<file path="src/rtl/mem_arbiter.sv">
`default_nettype none
// ============================================================================
// Module   : mem_arbiter
// Purpose  : Shares the single byte-wide RAM port between instruction fetch
//            (IF) and the load/store stage (MEM). Multi-byte accesses are
//            built from single-byte RAM cycles, little-endian. MEM has strict
//            priority. Per-stage stall requests are combinational.
// Ports    : clk, rst (async active-low), rdy (1 = run, 0 = freeze)
//            if_req/if_addr/if_data/if_done        - fetch side
//            mem_req/mem_we/mem_width/mem_addr/
//            mem_wdata/mem_rdata/mem_done          - load/store side
//            ram_din/ram_dout/ram_addr/ram_wr      - byte RAM port
//            stall_req_if/stall_req_mem            - to pipeline controller
// Options  : IF_LAST_HIT_EN - one-entry buffer of the last fetched word;
//            a repeat fetch of the same address completes without RAM cycles.
// Notes    : ADDR_W must be below 32.
// Revision : 1.0 - initial release
// ============================================================================
module mem_arbiter #(
  parameter int   ADDR_W    = 17,
  parameter logic BUSY_ZERO = 1'b0
) (
  input  logic              clk,
  input  logic              rst,
  input  logic              rdy,
  input  logic              if_req,
  input  logic [31:0]       if_addr,
  output logic [31:0]       if_data,
  output logic              if_done,
  input  logic              mem_req,
  input  logic              mem_we,
  input  logic [1:0]        mem_width,
  input  logic [31:0]       mem_addr,
  input  logic [31:0]       mem_wdata,
  output logic [31:0]       mem_rdata,
  output logic              mem_done,
  input  logic [7:0]        ram_din,
  output logic [7:0]        ram_dout,
  output logic [ADDR_W-1:0] ram_addr,
  output logic              ram_wr,
  output logic              stall_req_if,
  output logic              stall_req_mem
);

  typedef enum logic [1:0] {
    IDLE = 2'd0,
    RD   = 2'd1,
    WR   = 2'd2,
    DONE = 2'd3
  } state_t;

  state_t             state;
  state_t             state_nxt;
  logic [ADDR_W-1:0]  base;
  logic [2:0]         len;        // bytes in the access: 1, 2 or 4
  logic [2:0]         cnt;        // cycle index inside RD / WR
  logic               owner_mem;  // 1 = current access belongs to MEM
  logic [23:0]        wdata_hi;   // store bytes 1..3; byte 0 goes out at accept
  logic               wr_q;

  logic               accept_mem;
  logic               accept_if;
  logic               take_hit;
  logic               lb_hit;
  logic [2:0]         width_len;
  logic [1:0]         cap_idx;

  // Upper address bits are outside the RAM and deliberately ignored.
  logic               unused_addr_bits;
  assign unused_addr_bits = ^{if_addr[31:ADDR_W], mem_addr[31:ADDR_W]};

  always_comb begin
    case (mem_width)
      2'd0:    width_len = 3'd1;
      2'd1:    width_len = 3'd2;
      default: width_len = 3'd4;
    endcase
  end

  // Read data for RAM address issued in RD cycle k arrives in cycle k+1,
  // so the byte captured in cycle cnt is byte cnt-1.
  assign cap_idx = cnt[1:0] - 2'd1;

  // --------------------------------------------------------------------------
  // Optional last-fetch buffer. if_data is only ever written by IF reads, so
  // it doubles as the buffered word.
  // --------------------------------------------------------------------------
`ifdef IF_LAST_HIT_EN
  logic        lb_valid;
  logic [31:0] lb_addr;

  always_ff @(posedge clk or negedge rst) begin
    if (!rst) begin
      lb_valid <= 1'b0;
      lb_addr  <= '0;
    end else if (rdy) begin
      if (accept_mem && mem_we) begin
        lb_valid <= 1'b0;
      end else if (accept_if) begin
        lb_valid <= 1'b0;
        lb_addr  <= if_addr;
      end else if (state == RD && !owner_mem && cnt == len) begin
        lb_valid <= 1'b1;
      end
    end
  end

  assign lb_hit = lb_valid && (if_addr == lb_addr);
`else
  assign lb_hit = 1'b0;
`endif

  // --------------------------------------------------------------------------
  // FSM
  // --------------------------------------------------------------------------
  always_ff @(posedge clk or negedge rst) begin
    if (!rst) begin
      state <= IDLE;
    end else if (rdy) begin
      state <= state_nxt;
    end
  end

  always_comb begin
    state_nxt  = state;
    accept_mem = 1'b0;
    accept_if  = 1'b0;
    take_hit   = 1'b0;
    case (state)
      IDLE: begin
        if (mem_req) begin
          accept_mem = 1'b1;
          state_nxt  = mem_we ? WR : RD;
        end else if (if_req) begin
          if (lb_hit) begin
            take_hit  = 1'b1;
            state_nxt = DONE;
          end else begin
            accept_if = 1'b1;
            state_nxt = RD;
          end
        end
      end
      RD:      if (cnt == len) state_nxt = DONE;
      WR:      if (cnt + 3'd1 == len) state_nxt = DONE;
      default: state_nxt = IDLE;
    endcase
  end

  // --------------------------------------------------------------------------
  // Datapath
  // --------------------------------------------------------------------------
  always_ff @(posedge clk or negedge rst) begin
    if (!rst) begin
      base      <= '0;
      len       <= 3'd0;
      cnt       <= 3'd0;
      owner_mem <= 1'b0;
      wdata_hi  <= '0;
      wr_q      <= 1'b0;
      ram_addr  <= '0;
      ram_dout  <= 8'd0;
      if_data   <= 32'd0;
      mem_rdata <= 32'd0;
      if_done   <= 1'b0;
      mem_done  <= 1'b0;
    end else if (rdy) begin
      case (state)
        IDLE: begin
          if (accept_mem) begin
            owner_mem <= 1'b1;
            base      <= mem_addr[ADDR_W-1:0];
            len       <= width_len;
            cnt       <= 3'd0;
            ram_addr  <= mem_addr[ADDR_W-1:0];
            wdata_hi  <= mem_wdata[31:8];
            if (mem_we) begin
              ram_dout <= mem_wdata[7:0];
              wr_q     <= 1'b1;
            end else begin
              mem_rdata <= 32'd0;  // zero-extension for byte/half loads
            end
          end else if (accept_if) begin
            owner_mem <= 1'b0;
            base      <= if_addr[ADDR_W-1:0];
            len       <= 3'd4;
            cnt       <= 3'd0;
            ram_addr  <= if_addr[ADDR_W-1:0];
          end else if (take_hit) begin
            owner_mem <= 1'b0;
            if_done   <= 1'b1;
          end
        end
        RD: begin
          if (cnt + 3'd1 < len) begin
            ram_addr <= base + ADDR_W'(cnt + 3'd1);
          end
          if (cnt != 3'd0) begin
            if (owner_mem) mem_rdata[8*cap_idx +: 8] <= ram_din;
            else           if_data[8*cap_idx +: 8]   <= ram_din;
          end
          if (cnt == len) begin
            if (owner_mem) mem_done <= 1'b1;
            else           if_done  <= 1'b1;
          end
          cnt <= cnt + 3'd1;
        end
        WR: begin
          if (cnt + 3'd1 < len) begin
            ram_addr <= base + ADDR_W'(cnt + 3'd1);
            ram_dout <= wdata_hi[8*cnt[1:0] +: 8];
          end else begin
            wr_q     <= 1'b0;
            mem_done <= 1'b1;
          end
          cnt <= cnt + 3'd1;
        end
        default: begin
          if_done  <= 1'b0;
          mem_done <= 1'b0;
        end
      endcase
    end
  end

  // A frozen cycle must never commit a RAM write.
  assign ram_wr = wr_q & rdy;

  assign stall_req_if  = BUSY_ZERO ^ (if_req & ~if_done);
  assign stall_req_mem = BUSY_ZERO ^ (mem_req & ~mem_done);

endmodule
`default_nettype wire
</file>
<file path="config.mk">
export PLATFORM = sky130hd
export DESIGN_NAME = mem_arbiter
export DESIGN_NICKNAME = d
export VERILOG_FILES = /design/src/rtl/mem_arbiter.sv
export SDC_FILE = /design/constraint.sdc
export NUM_CORES = 1
export LEC_CHECK = 0
export BUFFER_PORTS_ARGS = -buffer_cell sky130_fd_sc_hd__buf_2
export CAP_MARGIN = 5
export CORE_MARGIN = 2
export CORE_UTILIZATION = 47
export CTS_CLUSTER_SIZE = 16
export DETAILED_ROUTE_END_ITERATION = 6
export PLACE_DENSITY = 0.77
export SLEW_MARGIN = 40
export SYNTH_ARGS = -nofsm -noshare
export SYNTH_HDL_FRONTEND = slang
export SYNTH_SLANG_ARGS = --single-unit
export TNS_END_PERCENT = 1
</file>
<file path="constraint.sdc">
create_clock -name clk -period 2.8 [get_ports clk]
set_clock_uncertainty 0.2 [all_clocks]
set_input_delay 0.56 -clock clk [delete_from_list [all_inputs] [get_ports clk]]
set_output_delay 0.56 -clock clk [all_outputs]
set_load 0.02 [all_outputs]
</file>
After elaboration in Yosys (flattened, before gate mapping). Index checks and enable logic that the tools add are counted.

$add $sub $neg: 5. Magnitude comparators: 1. Equality and inequality tests: 18. Shift-type cells: 3. Mux-type cells: 45. Bitwise logic cells: 8. Reductions and logical operators: 20.

Operator list (count): $mux W32 (4); $bwmux W32 (2); $pmux W32 S2 (1); $mux W17 (3); $neg A5 Y34 (1); $pmux W17 S2 (1); $shift A8 B34 Y32 const A (1); $shiftx A8 B34 Y32 (1); $mux W8 (3); $shiftx A24 B6 Y8 (1); $ne A2 B2 Y1 const B (10); $add A17 B4 Y17 (1); $pmux W8 S2 (1); $reduce_and A4 Y1 (4); $mux W1 (15); $reduce_and A5 Y1 (3); $mux W3 (4); $pmux W3 S2 (2); $mux W2 (5); $reduce_and A3 Y1 (3); $reduce_bool A2 Y1 (4); $eq A3 B3 Y1 (2); $ne A3 B3 Y1 const B (2); $pmux W2 S3 (1); 15 further kinds (25).

Bits in registers: 142. Bits of input ports: 112.

Depth between registers and ports, before layout. Gate-level depths: netlist of the first run.

Depth in word-level cells: 7. Mapped depth: 11. Depth with buffers taken out: 9.

Worst setup path before layout of the first run. Ideal clock, no wire load.

Kind: reg-to-reg. From: register cnt[1]. To: register ram_dout[0]. Setup time: 0.125 ns. Arrival: 2.639 ns. Data required time: 2.475 ns. Setup slack: -0.164 ns. Stages on the path, launching flop included: 11. Buffers on the path: 2. Period minus slack after synthesis: 2.964 ns. Path through: dfrtp_1 buf_2 inv_1 ha_1 ha_1 nor2b_1 o21ai_1 nand2_1 a221o_1 buf_2 mux2_4.

Word-level cells in the longest chain between the ends: 4. Elaborated cells between the ends (all ways): 7. Those cells by class: 1 x add/sub; 1 x order compare; 1 x eq/ne; 1 x shift; 2 x mux; 1 x reduce/logical.

RTL lines: start: declaration (line 56) `logic [2:0] cnt;`; start signal: assignment (line 206) `cnt <= cnt + 3'd1;`; start signal: assignment (line 216) `cnt <= cnt + 3'd1;`; $add A3 B1 Y3 (line 209) `if (cnt + 3'd1 < len) begin`; $lt A3 B3 Y1 (line 209); $ne A2 B2 Y1 (no source line); $reduce_and A5 Y1 (no source line); end signal: assignment (line 178) `ram_dout <= mem_wdata[7:0];`; end signal: assignment (line 211) `ram_dout <= wdata_hi[8*cnt[1:0] +: 8];`; end: declaration (line 38) `output logic [7:0] ram_dout,`.

Several ways; a longest one is shown, not always the timed one. The select of a mux whose other input is x is not followed. A chain may end at the register's enable or synchronous reset.

Final worst setup path of the first run.
From: register cnt[0]. To: register ram_dout[2].

The elaborated chain is that of the path after synthesis.

==> summary.md, run 1 <==
| Metric | Value |
|---|---|
| GR Overflow Total | `0` |
| Die W | `around 130 µm` |
| Area leader, netlist | `dfrtp_1` |
| Row cnt | `44` |
| N_diodes | `0` |
| Startpoint types | `flop` |
| Layout cell share with drive strength beyond 1 | `0.3271` |
| DRC | `0` |
| HPWL Detailed | `12220 µm` |
| CTS Buffer Depth | `2` |
| Outcome | `finished clean` |
| PortBufs | `between 150 and 200` |
| Synth unique cells | `53` |
| Leakage power | `about 4.3 nW` |
| Vias in the first global route | `approximately 5300` |
| Max frequency | `0.3853 GHz` |
| Worst-path cell chain | `inv_1, ha_4, ha_1, nor2b_1, o21ai_1, nand2_1, a221o_2, mux2_4` |
| RSZ-0062 raised after global routing | `no` |
| First-pass GRT wire length | `approximately 28000 µm` |
| DRT antenna net count | `0` |
| Final period util | `0.9270` |
| HP Class | `input port to flop` |
| Starting density of the core | `0.4781` |
| Drt first pass iters | `7` |
| CTS clk-pin slew, worst paths | `around 60 ps` |
| Worst VDD drop | `0.7972 mV` |
| Worst skew pair latency | `about 410 ps` |
| Final core occ | `0.5976` |
| Mean Syn Cell Area | `approximately 10 µm²` |
| Worst Setup SP | `cnt[0]` |
| Tmin final | `around 2600 ps` |
| Final nets | `around 970` |
| Maxcap violations | `0` |
| R2R setup slack | `200 ps` |
| Post-synthesis cell area | `about 6900 µm²` |
| TritonCTS clock tree | `done` |
| WL final | `16980 µm` |
| Max-slew violations | `0` |
| Most common cell in the netlist | `dfrtp_1` |
| Post-Synthesis Cells | `670` |
| TNS Setup | `0 ps` |
| Synth top area share | `0.5134` |
| PD cells | `roughly 1200 nW/µm²` |
| Critical-path top delay cell | `a221o_2` |
| Critical path peak fanout | `8` |
| Ys Warns | `0` |
| CTS sink count | `between 100 and 150` |
| Largest net degree at the start of global routing | `60` |
| GPL Wtd Cong | `between 0.8 and 0.9` |
| Drt wl/cell | `approximately 16 µm` |
| Worst Setup End Kind | `flop` |
| Chip height | `~130 µm` |
| CP arrival | `between 2000 and 3000 ps` |
| Post-Syn Nets | `~800` |
| Slew @ Worst Pin | `between 600 and 700 ps` |
| Setup-failing EPs final | `0` |
| Total Routing Usage GR | `0.2195` |
| TritonCTS Buffers | `17` |
| Worst R2R Start | `cnt[0]` |
| Yosys reg bits | `between 100 and 150` |
| RR Endpoint | `ram_dout[2]` |
| Fraction of registers with async set/reset | `1.000` |
| Relative max-transition margin | `0.5458` |
| Post-synth EDFFs | `0` |
| H-tree depth | `4` |
| Ys flop type | `dfrtp_1` |
| Synth cell count leaders | `dfrtp_1 (142), nand2_1 (90), o21ai_0 (76), o31ai_1 (51)` |
| Cells on worst reg2reg path | `8` |
| Final-report hold violation count | `0` |
| Via count | `approximately 5700` |
| Die area | `15710 µm²` |
| Synth-to-Final Area Change | `25.02%` |
| Initial drt markers | `just under 400` |
| Core Area | `roughly 14000 µm²` |
| WS Path Type | `flop to flop` |
| Area contributors post-synth | `dfrtp_1 (51%), o31ai_1 (5.5%), o21ai_0 (5.5%)` |
| Initial antenna violation count | `0` |
| Drt via density | `roughly 5.5` |
| CTS Root Cell | `clkbuf_16` |
| Post-synthesis sequential area ratio | `0.5134` |
| Crit-path max cell delay | `490 ps` |
| CP Data Required Time | `2900 ps` |
| Setup crit end | `ram_dout[2]` |
| I/O Pins | `about 210` |
through the flow:
stage | hold slack (ps) | cells | power, mW | setup slack (ps) | instance area [µm²]
floorplan | 64.41 | 670 | 6.639 | 11.63 | 6929
global placement | 256.1 | 1009 | 7.969 | 111.5 | 8020
detailed placement | 260.4 | 1009 | 8.093 | 79.74 | 8020
CTS | 129.0 | 1042 | 10.39 | 66.28 | 8632
global route | 137.3 | 1043 | 11.12 | 49.64 | 8653
finish | 142.6 | 1043 | 10.39 | 204.5 | 8653
critical path, delay by kind of cell, from the launching register on:
| family | cells | cell delay (ps) |
|---|---|---|
| adders and majority gates | 2 | 500 |
| AOI/OAI and AO/OA | 2 | 650 |
| DFF | 1 | 420 |
| muxes | 1 | 330 |
| buffers and inverters | 1 | 130 |
| and+or+nand+nor | 2 | 240 |
repair_timing:
| action | 4_1_cts | 5_1_grt |
|---|---|---|
| resized for setup | 0 | 3 |
| setup buffers | 0 | 1 |
| hold endpoints to repair | 30 | 0 |
| hold buffers | 1 | 0 |
| endpoints found under the setup margin | 0 | 8 |
layout by cell type (no fill, tap or decap), drive strengths merged, types with 2 or more instances in the layout:
| cell | n |
|---|---|
| a211oi | 7 |
| nor4 | 2 |
| nand4 | 5 |
| nor2b | 4 |
| a221o | 5 |
| ha | 15 |
| inv | 19 |
| a21oi | 31 |
| clkinvlp | 4 |
| xnor2 | 3 |
| and2 | 4 |
| xor2 | 10 |
| a22o | 3 |
| o21ai | 82 |
| buf | 193 |
| or2 | 3 |
| o211ai | 3 |
| bufinv | 2 |
| o31ai | 51 |
| nand2 | 90 |
| clkinv | 5 |
| mux2i | 21 |
| nand3 | 18 |
| clkbuf | 20 |
| nor3 | 8 |
| a31oi | 3 |
| nand2b | 13 |
| and3 | 4 |
| a21o | 3 |
| dfrtp | 142 |
| a31o | 2 |
| nor2 | 31 |
| mux2 | 40 |
area by class of cell:
type	count	area [µm²]
Fill cell	1269	5826
Sequential cell	142	3555
Multi-Input combinational cell	473	3147
Timing Repair Buffer	194	1052
Clock buffer	20	466.7
Tap cell	184	230.2
Clock inverter	12	135.1
Inverter	18	67.56
sequential cells by signal (all words and copies together) (netlist names), 2 cells and up:
name,count
if_data,32
mem_rdata,32
wdata_hi,24
base,17
ram_addr,17
ram_dout,8
cnt,3
len,3
state,2
cell families after synthesis:
logic type | count (synthesis) | synth area share
xor gates and xnor gates | 13 | 0.01645
AOI/OAI and AO/OA | 197 | 0.1808
buffers and inverters | 55 | 0.03398
muxes | 61 | 0.09978
DFF | 142 | 0.5134
and+or+nand+nor | 186 | 0.1256
adders and majority gates | 16 | 0.03001
worst min path at each step:
stage                       from  cells after the start          end  slack (ps)
floorplan                    rst                      0      base[0]          60
global placement             rst                      1  if_data[23]         260
detailed placement           rst                      1  if_data[23]         260
CTS                 mem_width[1]                      2       len[0]         130
global route        mem_width[1]                      2       len[0]         140
finish              mem_width[1]                      2       len[0]         140
power by group:
part	leakage, nW	internal (mW)	switching, mW
combinational	2.17	1.86	2.88
sequential	1.83	2.84	0.537
clock	0.285	1.39	0.882
routing by layer:
| metal | global-route usage | up-vias | part of all wire |
|---|---|---|---|
| met3 | 0.04493 | 19 | 0.047 |
| li1 | - | 2765 | - |
| met2 | 0.3555 | 180 | 0.48 |
| met4 | 0.06667 | 0 | 0.014 |
| met5 | 0 | - | 0 |
| met1 | 0.3003 | 2740 | 0.46 |
Note: power is estimated with default switching activity, not from simulation.
==> run 2, diff against run 1 <==
--- a/config.mk
+++ b/config.mk
@@ -5,13 +5,14 @@
 export SDC_FILE = /design/constraint.sdc
 export NUM_CORES = 1
 export LEC_CHECK = 0
+export ABC_AREA = 1
 export BUFFER_PORTS_ARGS = -buffer_cell sky130_fd_sc_hd__buf_2
 export CAP_MARGIN = 5
 export CORE_MARGIN = 2
 export CORE_UTILIZATION = 47
 export CTS_CLUSTER_SIZE = 16
 export DETAILED_ROUTE_END_ITERATION = 6
-export PLACE_DENSITY = 0.77
+export PLACE_DENSITY = 0.76
 export SLEW_MARGIN = 40
 export SYNTH_ARGS = -nofsm -noshare
 export SYNTH_HDL_FRONTEND = slang
==> summary.md, run 2 <==
| Metric | Value |
|---|---|
| H-tree depth | `4` |
| Crit-path max cell delay | `between 400 and 500 ps` |
| Worst VDD drop | `just under 0.6 mV` |
| Maxcap violations | `0` |
| DRC | `0` |
| TritonCTS clock tree | `done` |
| PortBufs | `around 180` |
| Via count | `6498` |
| Bufs and invs on worst path | `1` |
| Drt wl/cell | `about 15 µm` |
| GPL Wtd Cong | `0.8709` |
| Slew @ Worst Pin | `just under 600 ps` |
| Mean Syn Cell Area | `about 8 µm²` |
| Pwr Total | `10.05 mW` |
| Setup-failing EPs final | `0` |
| Synth Area in XOR/XNOR | `0.003675` |
| Post-synthesis sequential area ratio | `0.4970` |
| PD cells | `around 1100 nW/µm²` |
| WS Path Type | `flop to flop` |
| Worst-path cell chain | `ha_1, xnor2_1, inv_1, ha_1, nand3_1, nand3_1, and2_1, nor2_4, o211ai_1, nand2_1` |
| Most common cell after layout, fill and taps aside | `nand2_1` |
| Max frequency | `approximately 0.4 GHz` |
| Outcome | `finished clean` |
| Worst setup margin | `358.4 ps` |
| RSZ-0062 raised after global routing | `no` |
| Initial drt markers | `~410` |
| Delay-heaviest family, CP | `simple AND/OR/NAND/NOR gates` |
| Fraction of registers with async set/reset | `1.000` |
| Tmin final | `approximately 2400 ps` |
| Synth unique cells | `41` |
| Largest regs | `if_data (32), mem_rdata (32), wdata_hi (24)` |
| Ys Warns | `0` |
| Total Routing Usage GR | `0.2366` |
| CTS Buffer Depth | `2` |
| Multiplexer share of the synthesized area | `0.03780` |
| GR Overflow Total | `0` |
| Max-slew violations | `0` |
| Core Area | `15030 µm²` |
| Critical-path top delay cell | `dfrtp_1` |
| Ys flop type | `dfrtp_1` |
| CTS clk-pin slew, worst paths | `60 ps` |
| Fin area | `about 8900 µm²` |
| Startpoint types | `flop` |
| Die area | `between 15000 and 20000 µm²` |
| Critical path peak fanout | `9` |
| Synth cell count leaders | `nand2_1 (333), dfrtp_1 (142), o21ai_0 (78), nor2_1 (75), inv_1 (65)` |
| Post-synthesis compound-gate area fraction | `0.09485` |
| CP Data Required Time | `about 2900 ps` |
| TNS Setup | `0 ps` |
| Post-synth EDFFs | `0` |
| Pre-CTS WS | `about 280 ps` |
| Worst Setup End Kind | `flop` |
| CTS sink count | `around 140` |
| Final core occ | `0.5896` |
| I/O Pins | `between 200 and 250` |
| Relative max-transition margin | `0.6019` |
| DRT antenna net count | `0` |
| Most common cell in the netlist | `nand2_1` |
| Area contributors post-synth | `dfrtp_1 (50%), nand2_1 (17%), o21ai_0 (5.5%)` |
| Drt via density | `between 5 and 6` |
| Placed Cells | `approximately 1200` |
| Post-synthesis cell area | `between 7000 and 8000 µm²` |
| Adder-cell share of the synthesized area | `0.02905` |
| Final non-filler cell total | `~1300` |
| Synth top area share | `0.4970` |
| CP arrival | `between 2000 and 3000 ps` |
| Leakage power | `roughly 4.8 nW` |
| Row cnt | `45` |
| TritonCTS Buffers | `17` |
| HP Class | `input port to flop` |
| Largest family of logic cells by synthesized area | `simple AND/OR/NAND/NOR gates` |
| WL final | `around 19000 µm` |
| Final period util | `0.8720` |
| Layout cell share with drive strength beyond 1 | `0.2417` |
| Postcts setup bufs | `0` |
| Final nets | `about 1200` |
| Largest net degree at the start of global routing | `53` |
| CTS Root Cell | `clkbuf_16` |
| Yosys reg bits | `around 140` |
| Fin Hold WS | `127.8 ps` |
| Fill count | `roughly 1300` |
| Post-Synthesis Cells | `about 890` |
| Vias in the first global route | `just over 6000` |
| First-pass GRT wire length | `30060 µm` |
| Area leader, netlist | `dfrtp_1` |
| Post-Syn Nets | `a little over 1000` |
| Area after DPL | `8253 µm²` |
| Simple-Gate Fraction of Synth Area | `0.2783` |
| Chip height | `between 100 and 150 µm` |
| Die W | `between 100 and 150 µm` |
| Initial antenna violation count | `1` |
| Final-report hold violation count | `0` |
| HPWL Detailed | `about 13000 µm` |
| Synth-to-Final Area Change | `23.98%` |
| Worst skew pair latency | `~420 ps` |
| Commonest non-fill, non-tap cells in the layout | `nand2_1 (333), buf_2 (174), dfrtp_1 (142)` |
| N_diodes | `0` |
| Starting density of the core | `0.4756` |
| Drt first pass iters | `7` |
-- run 2: cell count changes after synthesis, moves of 10 or more --
cell	before	now
nand2_1	90	333
nor2_1	31	75
mux2i_1	21	0
inv_1	16	65
a21oi_1	31	16
clkbuf_1	22	12
o31ai_1	51	2
o211ai_1	2	12
nand2b_1	13	0
nand3_1	15	47
-- run 2: per-layer routing --
layer,wire length (µm),track usage
met5,11,0
met4,434,0.09114
met3,878,0.03978
met2,8939,0.3806
met1,8328,0.3231
-- run 2: report_power, final --
part           internal [mW]  switching (mW)
Combinational           1.49            3.04
Clock                   1.35           0.917
Sequential              2.79           0.449
Total                   5.64            4.41
-- run 2: worst min-delay path: stages --
cell and delay [ps]:
buf_2 70, nand2_1 40, nand2_1 50
-- run 2: path summary, 6_finish.rpt --
check                               from             to  slack [ps]  cells after the start
max                               cnt[0]    ram_dout[5]         360                     10
min                        mem_wdata[31]   wdata_hi[23]         130                      3
max reg2reg                       cnt[0]    ram_dout[5]         360                     10
min reg2reg                mem_rdata[26]  mem_rdata[26]         270                      2
max in group asynchronous            rst  mem_rdata[11]        1300                      3
min in group asynchronous            rst   ram_addr[13]         460                      2
-- run 2: kinds of logic (layout without fill, tap and decap cells) --
group | count (synthesis) | in the layout
compound gates | 122 | 122
xor+xnor | 3 | 3
fa+ha+maj | 16 | 16
buf+inv | 102 | 294
flops | 142 | 142
mux | 24 | 24
simple gates | 483 | 483
-- run 2: area by class of cell --
type                       count  area [µm²]  share of cell area
multi-input combinational    648        3183              0.3591
clock inverter                13       152.6             0.01722
tap                          188       235.2             0.02654
timing repair buffer         191        1030              0.1162
inverter                      71       266.5             0.03007
sequential                   142        3553              0.4009
clock buffer                  19       442.9             0.04997
-- run 2: repair_timing --
| item | CTS | global route |
|---|---|---|
| gates resized for setup | 0 | 1 |
| hold buffers | 1 | 0 |
| endpoints found under the hold margin | 47 | 0 |
| endpoints found under the setup margin | 0 | 3 |
==> run 3, diff against run 2 <==
--- a/config.mk
+++ b/config.mk
@@ -6,7 +6,7 @@
 export NUM_CORES = 1
 export LEC_CHECK = 0
 export ABC_AREA = 1
-export BUFFER_PORTS_ARGS = -buffer_cell sky130_fd_sc_hd__buf_2
+export BUFFER_PORTS_ARGS = -buffer_cell sky130_fd_sc_hd__buf_4
 export CAP_MARGIN = 5
 export CORE_MARGIN = 2
 export CORE_UTILIZATION = 47
==> summary.md, run 3 (synthesized netlist as in run 2, its figures left out) <==
| Metric | Value |
|---|---|
| Drt wl/cell | `about 15 µm` |
| Worst Setup SP | `cnt[1]` |
| Fill count | `between 1000 and 1500` |
| Startpoint types | `flop` |
| PD cells | `1136 nW/µm²` |
| Layout cell share with drive strength beyond 1 | `0.2401` |
| Synth-to-Final Area Change | `30.98%` |
| CP arrival | `2670 ps` |
| Hold path start | `mem_wdata[28]` |
| Chip height | `about 130 µm` |
| Largest regs | `if_data (32), mem_rdata (32), wdata_hi (24)` |
| GR Overflow Total | `0` |
| Most common cell after layout, fill and taps aside | `nand2_1` |
| Hold Crit Depth | `3` |
| Final-report hold violation count | `0` |
| Critical path peak fanout | `9` |
| CTS Buffer Depth | `2` |
| Core Area | `about 15000 µm²` |
| Tmin final | `about 2500 ps` |
| CP Data Required Time | `between 2000 and 3000 ps` |
| First-pass GRT wire length | `~31000 µm` |
| Routing usage on met3 | `0.05235` |
| Power share of the clock group | `0.241` |
| RSZ-0062 raised after global routing | `no` |
| CTS clk-pin slew, worst paths | `around 60 ps` |
| Worst-path cell chain | `ha_1, xnor2_1, inv_1, ha_1, nand3_1, nand3_1, and2_1, nor2_4, o211ai_1, nand2_1` |
| PortBufs | `175` |
| Initial drt markers | `between 400 and 500` |
| Slew @ Worst Pin | `roughly 600 ps` |
| Comb pwr share | `0.451` |
| Internal Pwr Total | `between 6 and 7 mW` |
| Fin area | `about 9400 µm²` |
| I/O Pins | `about 200` |
| Drt via density | `5.156` |
| Crit-path max cell delay | `a little over 400 ps` |
| Outcome | `finished clean` |
| Vias in the first global route | `about 6300` |
| CTS sink count | `around 140` |
| GPL Wtd Cong | `0.8523` |
| Drt first pass iters | `5` |
| Sw Ratio | `0.4178` |
| Die area | `approximately 16000 µm²` |
| TritonCTS clock tree | `done` |
| DRC | `0` |
| Total Routing Usage GR | `0.2405` |
| CTS Root Cell | `clkbuf_16` |
| Relative max-transition margin | `0.6034` |
| Max-slew violations | `0` |
| Worst Hold End | `wdata_hi[20]` |
| Leakage power | `4.894 nW` |
| Worst Setup End Kind | `flop` |
| Worst skew pair latency | `around 420 ps` |
| Final nets | `about 1200` |
| WL final | `19260 µm` |
| Grt peak-use layer | `met2` |
| WS Path Type | `flop to flop` |
| Fin Hold WS | `approximately 130 ps` |
| HPWL Detailed | `approximately 14000 µm` |
| Commonest non-fill, non-tap cells in the layout | `nand2_1 (333), buf_4 (186), dfrtp_1 (142)` |
| HP Class | `input port to flop` |
| Row cnt | `45` |
| Cells on worst reg2reg path | `10` |
| Max frequency | `about 0.40 GHz` |
| Met2 Track Usage GR | `0.3982` |
| Part of the power in registers | `0.308` |
| DRT antenna net count | `0` |
| TritonCTS Buffers | `17` |
| Psw | `approximately 4.4 mW` |
| Area after DPL | `just under 9000 µm²` |
| Final period util | `0.8943` |
| Die W | `approximately 130 µm` |
| Critical-path top delay cell | `dfrtp_1` |
| Setup-failing EPs final | `0` |
| Worst R2R Start | `cnt[1]` |
| Via count | `roughly 6600` |
| Worst VDD drop | `between 0.6 and 0.7 mV` |
| GRT met1 Usage | `0.3194` |
| Largest net degree at the start of global routing | `75` |
| Maxcap violations | `0` |
| R2R setup slack | `300 ps` |
| TNS Setup | `0 ps` |
| Starting density of the core | `0.4756` |
| Initial antenna violation count | `0` |
| N_diodes | `0` |
| H-tree depth | `4` |
| RR Endpoint | `ram_dout[7]` |
-- run 3: final cells by class --
class / instances / area (µm²) / area share
multi-input cells: 648 / 3183 / 0.3399
flip-flops and latches: 142 / 3553 / 0.3795
clock buffers: 19 / 432.9 / 0.04623
well taps: 188 / 235.2 / 0.02512
repair buffers: 190 / 1458 / 0.1557
clock inverters: 13 / 235.2 / 0.02512
inverters: 71 / 266.5 / 0.02846
-- run 3: layer usage --
metal  up-vias  share of wire
met5         -              0
met4         0          0.018
met3        27          0.058
met2       204           0.50
met1      3109           0.43
li1       3213              -
-- run 3: how the worst max path moves through the flow --
stage,depth (start not counted),end
after floorplan,12,ram_dout[0]
after global placement,10,ram_dout[5]
after detailed placement,10,ram_dout[7]
after CTS,10,ram_dout[7]
after global routing,12,ram_addr[11]
final,10,ram_dout[7]
-- run 3: critical path: cells and delay by family (launching register included) --
| kind | cells | cell delay [ps] |
|---|---|---|
| flip-flops | 1 | 410 |
| adder cells (fa/ha/maj) | 2 | 560 |
| XOR/XNOR | 1 | 210 |
| buffers and inverters | 1 | 80 |
| AND/OR/NAND/NOR | 5 | 820 |
| AO/OA/AOI/OAI | 1 | 140 |
-- run 3: metrics by stage --
| step | setup slack [ps] | cells | power, mW | utilization |
|---|---|---|---|---|
| after floorplan | 193.2 | 892 | 6.394 | - |
| after global placement | 275.5 | 1238 | 7.935 | 0.5774 |
| after detailed placement | 248.0 | 1238 | 8.057 | 0.5774 |
| after CTS | 182.7 | 1271 | 10.68 | 0.6226 |
| after global routing | 78.87 | 1271 | 11.41 | 0.6229 |
| final | 295.9 | 1271 | 10.64 | 0.6229 |
-- run 3: power by group through the flow --
stage / logic (mW) / registers, mW / clock network [mW]
after floorplan: 2.74 / 3.65 / 0
after global placement: 4.67 / 3.27 / 0
after detailed placement: 4.76 / 3.29 / 0
after CTS: 4.81 / 3.27 / 2.59
after global routing: 5.36 / 3.35 / 2.69
final: 4.80 / 3.27 / 2.57
-- run 3: timing repair --
action	CTS	global route
hold buffers	1	0
setup endpoints to repair	0	3
endpoints found under the hold margin	142	0
buffers inserted	0	0
gates resized for setup	0	1
